$ cat config.mk
export PLATFORM = sky130hd
export DESIGN_NAME = mem_copy_engine
export DESIGN_NICKNAME = d
export VERILOG_FILES = /design/src/rtl/mem_copy_pkg.sv /design/src/rtl/mem_copy_engine.sv
export SDC_FILE = /design/constraint.sdc
export NUM_CORES = 1
export LEC_CHECK = 0
export CAP_MARGIN = 25
export CORE_UTILIZATION = 49
export CTS_CLUSTER_DIAMETER = 120
export CTS_CLUSTER_SIZE = 20
export DETAILED_ROUTE_END_ITERATION = 10
export PLACE_DENSITY_LB_ADDON = 0.25
export SYNTH_ARGS = -nofsm -noshare
export SYNTH_HDL_FRONTEND = slang
export SYNTH_SLANG_ARGS = --single-unit
$ cat constraint.sdc
create_clock -name clk -period 2.9 [get_ports clk]
set_input_delay 0.29 -clock clk [delete_from_list [all_inputs] [get_ports clk]]
set_output_delay 0.29 -clock clk [all_outputs]
set_load 0.01 [all_outputs]
$ cat src/rtl/mem_copy_pkg.sv
`default_nettype none
// ============================================================================
//  Module   : mem_copy_pkg
//  Purpose  : Shared definitions for the memory copy engine: default widths
//             of the memory address, data word and transfer length, plus the
//             copy FSM state enumeration.
//  Revision : 1.0  initial release
// ============================================================================
package mem_copy_pkg;

    localparam int unsigned ADDR_W_DEFAULT = 32;
    localparam int unsigned DATA_W_DEFAULT = 32;
    localparam int unsigned LEN_W_DEFAULT  = 16;

    // One word moves as RD -> WAIT -> WR, so three cycles per word.
    typedef enum logic [2:0] {
        ST_IDLE = 3'd0,
        ST_RD   = 3'd1,
        ST_WAIT = 3'd2,
        ST_WR   = 3'd3,
        ST_DONE = 3'd4
    } state_t;

endpackage : mem_copy_pkg
`default_nettype wire

$ cat src/rtl/mem_copy_engine.sv
`default_nettype none
// ============================================================================
//  Module   : mem_copy_engine
//  Purpose  : Copies len consecutive words from src_addr to dst_addr through
//             a single-port data memory, one word per RD/WAIT/WR triple, in
//             ascending address order.
//  Ports    : clk, rst        - clock, synchronous active-high reset
//             start, abort    - begin a copy (IDLE only) / cancel a copy
//             src_addr,
//             dst_addr, len   - copy parameters, latched on accepted start
//             busy, done      - activity flag / one-cycle completion pulse
//             words_done      - words written in the current or last copy
//             read, wrt,
//             address,
//             data_in         - memory strobes, address and write data
//             data_out        - memory read data, valid the cycle after read
//  Revision : 1.0  initial release
// ============================================================================
module mem_copy_engine
    import mem_copy_pkg::*;
#(
    parameter int unsigned ADDR_W = ADDR_W_DEFAULT,
    parameter int unsigned DATA_W = DATA_W_DEFAULT,
    parameter int unsigned LEN_W  = LEN_W_DEFAULT
) (
    input  logic              clk,
    input  logic              rst,
    input  logic              start,
    input  logic [ADDR_W-1:0] src_addr,
    input  logic [ADDR_W-1:0] dst_addr,
    input  logic [LEN_W-1:0]  len,
    input  logic              abort,
    output logic              busy,
    output logic              done,
    output logic [LEN_W-1:0]  words_done,
    output logic              wrt,
    output logic              read,
    output logic [ADDR_W-1:0] address,
    output logic [DATA_W-1:0] data_in,
    input  logic [DATA_W-1:0] data_out
);

    state_t              r_state;
    logic [ADDR_W-1:0]   r_src;
    logic [ADDR_W-1:0]   r_dst;
    logic [LEN_W-1:0]    r_len;
    logic [LEN_W-1:0]    r_words;
    logic [DATA_W-1:0]   r_data;

    logic [LEN_W-1:0]    w_words_inc;

    assign w_words_inc = r_words + 1'b1;

    always_ff @(posedge clk) begin
        if (rst) begin
            r_state <= ST_IDLE;
            r_src   <= '0;
            r_dst   <= '0;
            r_len   <= '0;
            r_words <= '0;
            r_data  <= '0;
        end else begin
            case (r_state)
                ST_IDLE: begin
                    // abort has no meaning here, so start always wins.
                    if (start) begin
                        r_src   <= src_addr;
                        r_dst   <= dst_addr;
                        r_len   <= len;
                        r_words <= '0;
                        r_state <= (len != '0) ? ST_RD : ST_DONE;
                    end
                end
                ST_RD: begin
                    r_state <= abort ? ST_IDLE : ST_WAIT;
                end
                ST_WAIT: begin
                    r_data  <= data_out;
                    r_state <= abort ? ST_IDLE : ST_WR;
                end
                ST_WR: begin
                    // The write strobe is already out this cycle, so the word
                    // lands in memory and is counted even if aborted here.
                    r_src   <= r_src + 1'b1;
                    r_dst   <= r_dst + 1'b1;
                    r_words <= w_words_inc;
                    if (abort) begin
                        r_state <= ST_IDLE;
                    end else if (w_words_inc < r_len) begin
                        r_state <= ST_RD;
                    end else begin
                        r_state <= ST_DONE;
                    end
                end
                ST_DONE: begin
                    r_state <= ST_IDLE;
                end
                default: begin
                    r_state <= ST_IDLE;
                end
            endcase
        end
    end

    // Moore decode: memory-side outputs depend on state and registers only.
    assign busy       = (r_state != ST_IDLE);
    assign done       = (r_state == ST_DONE);
    assign read       = (r_state == ST_RD);
    assign wrt        = (r_state == ST_WR);
    assign address    = (r_state == ST_RD) ? r_src :
                        (r_state == ST_WR) ? r_dst : '0;
    assign data_in    = (r_state == ST_WR) ? r_data : '0;
    assign words_done = r_words;

endmodule : mem_copy_engine
`default_nettype wire

* Word-level counts from Yosys, hierarchy flattened
Index checks and enable logic that the tools add are counted.
** Word-level totals
- Memories :: 0
- Bits in writable memories :: 0
- Bits in read-only memories :: 0
- Logic and storage cells :: 37
- Input port bits :: 116
- Output and inout bits :: 84
- Latch bits :: 0
- Flip-flop bits (word level) :: 131
** Cells by class
- Add/sub/neg operators :: 3
- Multiply operators :: 0
- Reductions and logical operators :: 6
- Equal/unequal tests :: 5
- Muxes and demuxes :: 16
- Bitwise logic cells :: 0
- Shift operators :: 0
- Divide/modulo/power cells :: 0
- Order comparisons :: 1
** Operator list (count)
- $mux 32 :: 5
- $pmux 32 s2 :: 2
- $add 32x1->32 const B :: 2
- $pmux 16 s2 :: 1
- $add 16x1->16 const B :: 1
- $lt 16x16->1 :: 1
- $mux 16 :: 1
- $reduce_bool 16->1 :: 1
- $mux 3 :: 4
- $pmux 3 s4 :: 1
- $eq 3x2->1 const B :: 2
- $mux 2 :: 2
- $reduce_and 2->1 :: 2
- $eq 3x1->1 const B :: 1
- $eq 3x3->1 const B :: 1
- $logic_not 3->1 :: 1
- $reduce_bool 3->1 :: 1
- $ne 2x2->1 const B :: 1
- $reduce_bool 2->1 :: 1

* Longest topological paths before layout
Gate-level depths: netlist (run 1).
- Depth after elaboration :: 5
- Depth in mapped cells :: 12
- Mapped depth without buffers :: 11

* Worst setup path after synthesis (run 1)
Ideal clock, no wire load.
- Kind :: register to register
- Start :: reg r_words[6] (netlist: words_done[6])
- End :: reg r_state[0]
- Cell stages (with the launch flop) :: 13
- Setup slack :: 190 ps
- Buffers on the path :: 2
- Clock period less this slack :: 2710 ps
- Library setup time :: 115 ps
- Required time :: 2785 ps
- Data arrival time :: 2595 ps
- Cells stage by stage :: dfxtp_1 clkbuf_1 and3_1 and4_1 clkbuf_1 nand3_1 xnor2_1 ha_1 and4_1 nand3_1 a311oi_1 nor4_1 o21ba_2
** Between the ends
- Longest elaborated chain between the ends :: 5
** RTL lines
- start: declaration :: RTL line mem_copy_engine.sv:47 : logic [LEN_W-1:0] r_words;
- start signal: assignment :: RTL line mem_copy_engine.sv:86 : r_words <= w_words_inc;
- $add 16x1->16 :: RTL line mem_copy_engine.sv:52 : assign w_words_inc = r_words + 1'b1;
- $lt 16x16->1 :: RTL line mem_copy_engine.sv:89 : end else if (w_words_inc < r_len) begin
- $mux 3 :: RTL line mem_copy_engine.sv:89
- $mux 3 :: RTL line mem_copy_engine.sv:87 : if (abort) begin
- $pmux 3 s4 :: RTL line mem_copy_engine.sv:63 : case (r_state)
- end signal: assignment :: RTL line mem_copy_engine.sv:71 : r_state <= (len != '0) ? ST_RD : ST_DONE;
- end signal: assignment :: RTL line mem_copy_engine.sv:75 : r_state <= abort ? ST_IDLE : ST_WAIT;
- end signal: assignment :: RTL line mem_copy_engine.sv:79 : r_state <= abort ? ST_IDLE : ST_WR;
- end: declaration :: RTL line mem_copy_engine.sv:43 : state_t r_state;
No other way between the ends.
A chain may end at the register's enable or synchronous reset.

* Worst setup path after layout (run 1)
- Start :: reg r_state[0]
- End :: out address[26]
** Between the ends
- Longest elaborated chain between the ends :: 3
- Elaborated cells between the ends (all ways) :: 4
- Classes of those cells :: eq/ne (2); mux (2)
** RTL lines
- $eq 3x2->1 :: RTL line mem_copy_engine.sv:111 : (r_state == ST_WR) ? r_dst : '0;
- $mux 32 :: RTL line mem_copy_engine.sv:111
- $mux 32 (*) :: RTL line mem_copy_engine.sv:110 : assign address = (r_state == ST_RD) ? r_src :
- end: declaration :: RTL line mem_copy_engine.sv:38 : output logic [ADDR_W-1:0] address,
Every way passes the cells marked *; elsewhere a longest branch is shown, timed or not.

==> results of run 1 <==
## report_power, final
part / leakage (µW) / internal, µW / switching (µW)
Sequential: 0.00107 / 1900 / 121
Clock: 0.000303 / 1480 / 844
Combinational: 0.00226 / 323 / 304
## cells in the final DEF (no fill, tap or decap), drive strengths merged, types with 8 or more instances in the layout
master	netlist	routed
nor4	16	16
inv	23	24
nand4	22	22
a211oi	8	8
o211ai	9	9
and3	14	14
clkbuf	57	20
xnor2	11	11
nor3	18	18
or3	18	18
a311oi	11	11
a31oi	29	29
ha	18	18
and2	38	38
a22o	28	28
nor2	58	58
clkdlybuf4s50	0	198
o21ai	33	33
a21oi	104	104
mux2	8	8
buf	13	31
nand2	183	183
and4	8	8
dfxtp	131	131
nand3	36	36
## path summary, 6_finish.rpt
kind | startpoint | end | slack, ns | cells past startpoint
worst max-delay path | r_state[0]$_SDFFE_PP0P_ | address[26] | 0.14 | 5
worst min-delay path | rst | r_dst[10]$_SDFFE_PP0P_ | 0.35 | 2
worst max register to register | words_done[0]$_SDFFE_PP0P_ | r_state[0]$_SDFFE_PP0P_ | 0.20 | 10
worst min register to register | r_data[26]$_SDFFE_PP0N_ | r_data[26]$_SDFFE_PP0N_ | 0.45 | 2
## area by class of cell
cell class	count	area (µm²)	share of cell area, %
multi-input combinational	741	4342	42.67
sequential	131	2624	25.79
timing repair buffer	229	2252	22.13
clock buffer	20	456.7	4.488
tap	184	230.2	2.263
clock inverter	12	178.9	1.758
inverter	23	88.84	0.8731
antenna	1	2.502	0.02459
## metal layers
layer	wire length, µm	vias to the layer above	global-route usage (%)
li1	-	3853	-
met1	9538	3657	36.95
met2	10350	373	45.82
met3	2092	36	8.677
met4	523	0	11.84
met5	0	-	0
## registers in the layout, summed over array words and instances, names as in the netlist
name and cells:
r_data 32, r_state 3, r_dst 32, r_src 32, words_done 16, r_len 16
## kinds of logic (layout without fill, tap and decap cells)
family	Yosys count	after routing	synth area share (%)
AND/OR/NAND/NOR	429	429	28.86
AO/OA/AOI/OAI	268	268	23.41
flip-flops	131	131	35.66
buffers and inverters	93	284	5.615
adder cells (fa/ha/maj)	18	18	3.063
XOR/XNOR	17	17	2.025
multiplexers	9	9	1.361
other	0	1	0
## per-stage QoR
step / cells / util [%]
floorplan: 965 / -
global placement: 1308 / 65.29
detailed placement: 1308 / 65.29
CTS: 1340 / 69.65
global route: 1341 / 69.74
finish: 1341 / 69.74
==> run summary, run 1 <==
post-CTS sizing - 0
Synth area leader - dfxtp_1
PortBufs - 199
dominant synthesized flop cell - dfxtp_1
Setup CP Type - flip-flop to primary output
Net Count, Synth - 1,099
ys async rst share - 0%
hold_ws - 0.3467 ns
grt total ovfl - 0
sequential share of the synthesized area - 35.66%
CTS H-Tree Depth - 4
number of buffers and inverters on the critical path - 2
Hold Violations, Final - 0
core footprint - 14,590 µm²
Final WS setup - 0.1449 ns
setup tns final - 0 ns
fillers - 1,190
DIE AREA - 15,500 µm²
Arr. time, crit path - 2.47 ns
detailed placement HPWL - 15.29 mm
CTS tree - built
Yosys warning total - 0
Leak Pwr - 0.003633 µW
nature of the critical path endpoint - primary output
initial core utilization - 50.40%
Synth Cell Area - 7353 µm²
Slew HR - 47.18%
cts hold-fix bufs - 0
cell family with most CP delay - buffers and inverters
CTS buffer count - 17
Peak VDD IR - 0.0004386 V
layout cell share with drive strength beyond 1 - 8.131%
clk slew on worst S/H paths - 0.06 ns
CP max stage delay - 0.57 ns
Yosys cell types - 68
Die Y - 124.5 µm
Final Cycle Share - 95.00%
Final Critical Period - 2.755 ns
CP startpoint kind - flip-flop
final wirelength - 22.50 mm
remaining antenna violation count - 0
Vias/cell - 5.905
vias - 7,919
Final setup viols - 0
WL/cell - 16.78 µm
clock tree buffer depth - 2
vias in the first global route - 7,361
max_cap viols - 0
status - completed
placed cell areas - 9525 µm²
Tot Pwr - 4973 µW
Final Wtd Congestion - 0.9079
Die Width - 124.5 µm
RSZ-0062 raised after global routing - true
GRT Util Overall - 29.08%
worst hold path type - input port to flip-flop
finished layout cell area - 10,170 µm²
pin count of the biggest net entering global routing - 78
post-layout net count - 1,277
clk_lat worst skew - 0.43 ns
Ports - 200
cell with the most instances after synthesis - nand2_1
Max Clk Rate - 363.0 MHz
first-pass GRT wire length - 36.64 mm
FP Rows - 44
flops & latches, synth - 131
Slew Limit Fails - 0
post-place setup slack - 0.2166 ns
initial antenna violation count - 2
clk_skew - 0.007090 ns
layout overhead on the synthesized area - 38.37%
1st-pass router iterations - 5
CTS Root Cell - clkbuf_16
Synth top area share - 35.66%
Mapped Cells - 965
power density over cell area - 488.8 nW/µm²
Tightest Pin Transition - 0.7923 ns
Post-CTS Setup Bufs - 0
Mapped Avg Cell Area - 7.620 µm²
Worst Path Required - 2.61 ns
DRT iter0 DRCs - 750
cells taking the most area after synthesis - dfxtp_1, nand2_1, a21oi_1, a22o_1, and2_1
Commonest cells post-synth - nand2_1, dfxtp_1, a21oi_1, nor2_1, clkbuf_1
critical path fanouts, max - 33
Worst path slowest cell - clkdlybuf4s50_1
Post-synth EDFFs - 0
Residual DRC - 0
CTS Sinks - 131
CP cell instances - nor3b_2 -> buf_4 -> nand2_1 -> o21ai_0 -> clkdlybuf4s50_1
Note: power is estimated with default switching activity, not from simulation.
==> inputs of run 2 (changes only) <==
--- a/config.mk
+++ b/config.mk
@@ -6,10 +6,11 @@
 export NUM_CORES = 1
 export LEC_CHECK = 0
 export CAP_MARGIN = 25
-export CORE_UTILIZATION = 49
+export CORE_UTILIZATION = 50
 export CTS_CLUSTER_DIAMETER = 120
 export CTS_CLUSTER_SIZE = 20
 export DETAILED_ROUTE_END_ITERATION = 10
+export DONT_BUFFER_PORTS = 1
 export PLACE_DENSITY_LB_ADDON = 0.25
 export SYNTH_ARGS = -nofsm -noshare
 export SYNTH_HDL_FRONTEND = slang
==> run summary, run 2 (synthesis results as in run 1) <==
WL/cell - 18.66 µm (+11%)
FP Rows - 43 (-2.3%)
Tightest Pin Transition - 0.5921 ns (-0.2002 ns)
Setup CP Type - flip-flop to flip-flop
CTS Root Cell - clkbuf_16
FF/Latch Area - 2624 µm² (unchanged)
vias in the first global route - 6,329 (-14%)
Die Width - 123.3 µm (-0.99%)
Final Wtd Congestion - 0.8864 (-2.4%)
CTS tree - built
Slew Limit Fails - 0 (unchanged)
Ports - 200 (unchanged)
most common library cell in the layout ignoring fill and taps - nand2_1
layout overhead on the synthesized area - 18.38%
Vias/cell - 6.144 (+4.0%)
Peak VDD IR - 0.0005041 V (+15%)
clk_lat worst skew - 0.42 ns (about the same)
clk_skew - 0.009084 ns (+0.001995 ns)
post-layout net count - 1,130 (-12%)
Hold Violations, Final - 0 (unchanged)
Arr. time, crit path - 3.08 ns (+0.61 ns)
first-pass GRT wire length - 33.75 mm (-7.9%)
initial antenna violation count - 2 (unchanged)
layout cell share with drive strength beyond 1 - 9.613% (+1.5 points)
status - completed
RSZ-0062 raised after global routing - false
clock tree buffer depth - 2 (unchanged)
CP cell instances - ha_1 -> nand3_1 -> or4_1 -> xnor2_1 -> ha_1 -> a211o_1 -> a31oi_1 -> o21ai_0 -> nor4_1 -> o21ba_2
PortBufs - 0 (-100%)
fillers - 1,256 (+5.5%)
Die Y - 123.3 µm (-0.99%)
Residual DRC - 0 (unchanged)
Worst Path Required - 3.27 ns (+0.66 ns)
CP startpoint kind - flip-flop
Final Critical Period - 2.708 ns (-0.04722 ns)
Worst path slowest cell - or4_1
initial core utilization - 52.17% (+1.8 points)
R2R Path End - r_state[0]$_SDFFE_PP0P_
Leak Pwr - 0.003143 µW (-13%)
detailed placement HPWL - 14.72 mm (-3.7%)
nature of the critical path endpoint - flip-flop
remaining antenna violation count - 0 (unchanged)
CP max stage delay - 0.62 ns (+0.05 ns)
critical path fanouts, max - 4 (-88%)
Post-CTS Setup Bufs - 0 (unchanged)
DIE AREA - 15,200 µm² (-2.0%)
FF-to-FF Start - words_done[1]$_SDFFE_PP0P_
Min-Delay Startpoint - data_out[27]
DRT iter0 DRCs - 680 (-9.3%)
worst hold stages - 2 (unchanged)
final wirelength - 22.21 mm (-1.3%)
grt total ovfl - 0 (unchanged)
max_cap viols - 0 (unchanged)
Final Cycle Share - 93.38% (-1.6 points)
R2R depth - 10 (unchanged)
CTS H-Tree Depth - 4 (unchanged)
area of the multi-input gates - 4335 µm² (-0.14%)
pin count of the biggest net entering global routing - 122 (+56%)
Hold Path End - r_data[27]$_SDFFE_PP0N_
core footprint - 14,100 µm² (-3.4%)
clk slew on worst S/H paths - 0.06 ns (about the same)
Most common cell on crit path - ha_1
vias - 7,311 (-7.7%)
Final setup viols - 0 (unchanged)
1st-pass router iterations - 5 (unchanged)
power density over cell area - 565.8 nW/µm² (+16%)
worst hold path type - input port to flip-flop
CTS buffer count - 17 (unchanged)
CTS Sinks - 131 (unchanged)
leading registers by flop count - r_data x32, r_dst x32, r_src x32
Slew HR - 60.31% (+13 points)
Tot Pwr - 4925 µW (-0.98%)
r2r setup slk - 0.19 ns (about the same)
most frequent cells in the layout - nand2_1, dfxtp_1, a21oi_1
setup tns final - 0 ns (unchanged)
GRT Util Overall - 28.99% (-0.094 points)
Max Clk Rate - 369.3 MHz (+1.7%)
## run 2: cell count changes in the layout (fill, tap and decap cells not counted), moves of 2 or more
cell and delta:
buf_12 -2, buf_4 +5, clkdlybuf4s50_1 -198, dlygate4sd3_1 +47, inv_6 +4, clkinvlp_4 -2
## run 2: worst max path at each step
stage,startpoint,endpoint,slack (ns),depth (start not counted)
after floorplan,words_done[6]$_SDFFE_PP0P_,r_state[0]$_SDFFE_PP0P_,0.19,12
after global placement,words_done[3]$_SDFFE_PP0P_,r_state[0]$_SDFFE_PP0P_,0.21,10
after detailed placement,words_done[3]$_SDFFE_PP0P_,r_state[0]$_SDFFE_PP0P_,0.17,10
after CTS,words_done[3]$_SDFFE_PP0P_,r_state[0]$_SDFFE_PP0P_,0.14,10
after global routing,words_done[1]$_SDFFE_PP0P_,r_state[2]$_SDFFE_PP0P_,0.02,11
final,words_done[1]$_SDFFE_PP0P_,r_state[0]$_SDFFE_PP0P_,0.19,10
## run 2: through the flow
step	hold slack [ns]	cells	setup slack, ns	utilization, %	instance area [µm²]
2_1_floorplan	0.4260	965	0.1897	-	7353
3_3_place_gp	0.3669	1109	0.2082	53.46	7536
3_5_place_dp	0.3696	1109	0.1655	53.46	7536
4_1_cts	0.0001084	1189	0.1408	61.70	8697
5_1_grt	0.004699	1189	0.01610	61.73	8702
6_report	0.01677	1190	0.1921	61.75	8705
## run 2: layer usage
layer	GRT usage, %	up-vias	share of wire (%)
met5	0	-	0
met1	39.26	3410	44
met3	8.072	18	9.0
li1	-	3573	-
met4	8.283	0	1.2
met2	44.87	310	45
## run 2: report_power, final
group / leakage, µW / total [µW] / internal, µW / switching (µW)
clock: 0.000322 / 2430 / 1560 / 863
sequential: 0.00107 / 2020 / 1900 / 121
combinational: 0.00175 / 482 / 202 / 280
total: 0.00314 / 4920 / 3660 / 1260
## run 2: cell type report
cell class / instances / share of cell area [%]
clock inverters: 14 / 2.573
repair buffers: 82 / 8.797
multi-input cells: 741 / 49.81
inverters: 23 / 1.021
clock buffers: 18 / 5.045
flip-flops and latches: 131 / 30.14
well taps: 180 / 2.587
diodes: 1 / 0.02875
## run 2: worst max-delay path: cells and delay by family (launching register included)
family,cells,cell delay [ns]
AOI/OAI and AO/OA,4,0.71
xor gates and xnor gates,1,0.18
and+or+nand+nor,3,1.00
DFF,1,0.34
adders and majority gates,2,0.43
## run 2: timing repair
| item | in CTS | in global routing |
|---|---|---|
| hold buffers | 48 | 0 |
| setup endpoints to repair | 0 | 2 |
| gates resized for setup | 0 | 3 |
| hold endpoints to repair | 121 | 0 |
==> inputs of run 3 (changes only) <==
--- a/config.mk
+++ b/config.mk
@@ -11,6 +11,7 @@
 export CTS_CLUSTER_SIZE = 20
 export DETAILED_ROUTE_END_ITERATION = 10
 export DONT_BUFFER_PORTS = 1
+export HOLD_SLACK_MARGIN = 0.12
 export PLACE_DENSITY_LB_ADDON = 0.25
 export SYNTH_ARGS = -nofsm -noshare
 export SYNTH_HDL_FRONTEND = slang
==> run summary, run 3 (synthesis results as in run 1) <==
post-layout net count - 1,192 (+5.5%)
status - completed
Min-Delay Startpoint - rst
pin count of the biggest net entering global routing - 126 (+3.3%)
Arr. time, crit path - 3.08 ns (about the same)
final wirelength - 23.12 mm (+4.1%)
Leak Pwr - 0.003402 µW (+8.2%)
setup tns final - 0 ns (unchanged)
critical path fanouts, max - 4 (unchanged)
RSZ-0062 raised after global routing - false
most frequent cells in the layout - nand2_1, dfxtp_1, dlygate4sd3_1
initial core utilization - 52.17% (unchanged)
CTS buffer count - 17 (unchanged)
Final Critical Period - 2.711 ns (+0.002795 ns)
CP startpoint kind - flip-flop
Max Clk Rate - 368.9 MHz (-0.10%)
R2R depth - 10 (unchanged)
WL/cell - 18.47 µm (-1.0%)
max_cap viols - 0 (unchanged)
Hold Violations, Final - 0 (unchanged)
Die Width - 123.3 µm (unchanged)
nature of the critical path endpoint - flip-flop
hold_ws - 0.1441 ns (+0.1273 ns)
placed cell areas - 7536 µm² (unchanged)
DRT iter0 DRCs - 693 (+1.9%)
remaining antenna violation count - 0 (unchanged)
GRT Util Overall - 30.24% (+1.3 points)
worst hold path type - input port to flip-flop
Worst Path Required - 3.27 ns (about the same)
Tightest Pin Transition - 0.5985 ns (+0.006438 ns)
Die Y - 123.3 µm (unchanged)
Vias/cell - 6.068 (-1.2%)
clk_lat worst skew - 0.42 ns (about the same)
Setup CP Type - flip-flop to flip-flop
Worst Setup SP - words_done[1]$_SDFFE_PP0P_
initial antenna violation count - 1 (-1)
leading registers by flop count - r_data x32, r_dst x32, r_src x32
clock tree buffer depth - 2 (unchanged)
Slew HR - 60.01% (-0.30 points)
layout overhead on the synthesized area - 26.82%
Final Wtd Congestion - 0.8864 (unchanged)
FP Rows - 43 (unchanged)
most common library cell in the layout ignoring fill and taps - nand2_1
grt total ovfl - 0 (unchanged)
layout cell share with drive strength beyond 1 - 9.057% (-0.56 points)
DIE AREA - 15,200 µm² (unchanged)
Slew Limit Fails - 0 (unchanged)
CTS Root Cell - clkbuf_16
CTS tree - built
worst hold stages - 3 (+1)
finished layout cell area - 9325 µm² (+7.1%)
PortBufs - 0 (unchanged)
CTS Sinks - 131 (unchanged)
1st-pass router iterations - 5 (unchanged)
detailed placement HPWL - 14.72 mm (unchanged)
Residual DRC - 0 (unchanged)
CTS H-Tree Depth - 4 (unchanged)
core footprint - 14,100 µm² (unchanged)
first-pass GRT wire length - 35.37 mm (+4.8%)
Peak VDD IR - 0.0005055 V (+0.29%)
vias - 7,597 (+3.9%)
clk_skew - 0.008594 ns (-0.0004904 ns)
vias in the first global route - 6,787 (+7.2%)
Final Cycle Share - 93.47% (+0.096 points)
FF-to-FF Start - words_done[1]$_SDFFE_PP0P_
Post-CTS Setup Bufs - 0 (unchanged)
power density over cell area - 537.0 nW/µm² (-5.1%)
clk slew on worst S/H paths - 0.06 ns (about the same)
Ports - 200 (unchanged)
Tot Pwr - 5007 µW (+1.7%)
Final setup viols - 0 (unchanged)
[run 3: layout make-up]
cell class                      count  area [µm²]
Fill cell                        1180        4771
Multi-Input combinational cell    741        4335
Sequential cell                   131        2624
Timing Repair Buffer              144        1386
Clock buffer                       18       439.2
Tap cell                          180       225.2
Clock inverter                     14       224.0
Inverter                           23       88.84
Antenna cell                        1       2.502
[run 3: worst max-delay path, stage by stage (launching register included)]
cell and delay, ns:
dfxtp_1 0.35, ha_1 0.22, nand3_1 0.15, or4_1 0.62, xnor2_1 0.18, ha_1 0.21
a211o_1 0.26, a31oi_1 0.14, o21ai_0 0.15, nor4_1 0.22, o21ba_2 0.16
[run 3: worst paths after layout]
kind                                  to  slack (ns)
max              r_state[0]$_SDFFE_PP0P_        0.19
min          words_done[15]$_SDFFE_PP0P_        0.14
max reg2reg      r_state[0]$_SDFFE_PP0P_        0.19
min reg2reg       r_data[2]$_SDFFE_PP0N_        0.45
[run 3: layer usage]
metal,GRT usage [%],share of wire (%),up-vias
met4,9.413,1.6,0
met5,0,0,-
met1,39.17,43,3537
met3,8.210,9.3,28
met2,48.78,46,336
li1,-,-,3696
[run 3: timing repair]
action / 4_1_cts / 5_1_grt
resized for setup: 0 / 3
endpoints found under the hold margin: 127 / 0
hold buffers: 110 / 0
setup endpoints to repair: 0 / 2
[run 3: power by group]
group | internal, µW | total, µW | switching (µW)
sequential | 1900 | 2020 | 123
clock | 1560 | 2430 | 868
combinational | 257 | 558 | 300
[run 3: through the flow]
step                      utilization [%]  worst slack, ns  instances
after global placement              53.46           0.2082       1109
after CTS                           66.10           0.1408       1251
after detailed placement            53.46           0.1655       1109
after floorplan                         -           0.1897        965
after global routing                66.15          0.01718       1252
final                               66.15           0.1893       1252
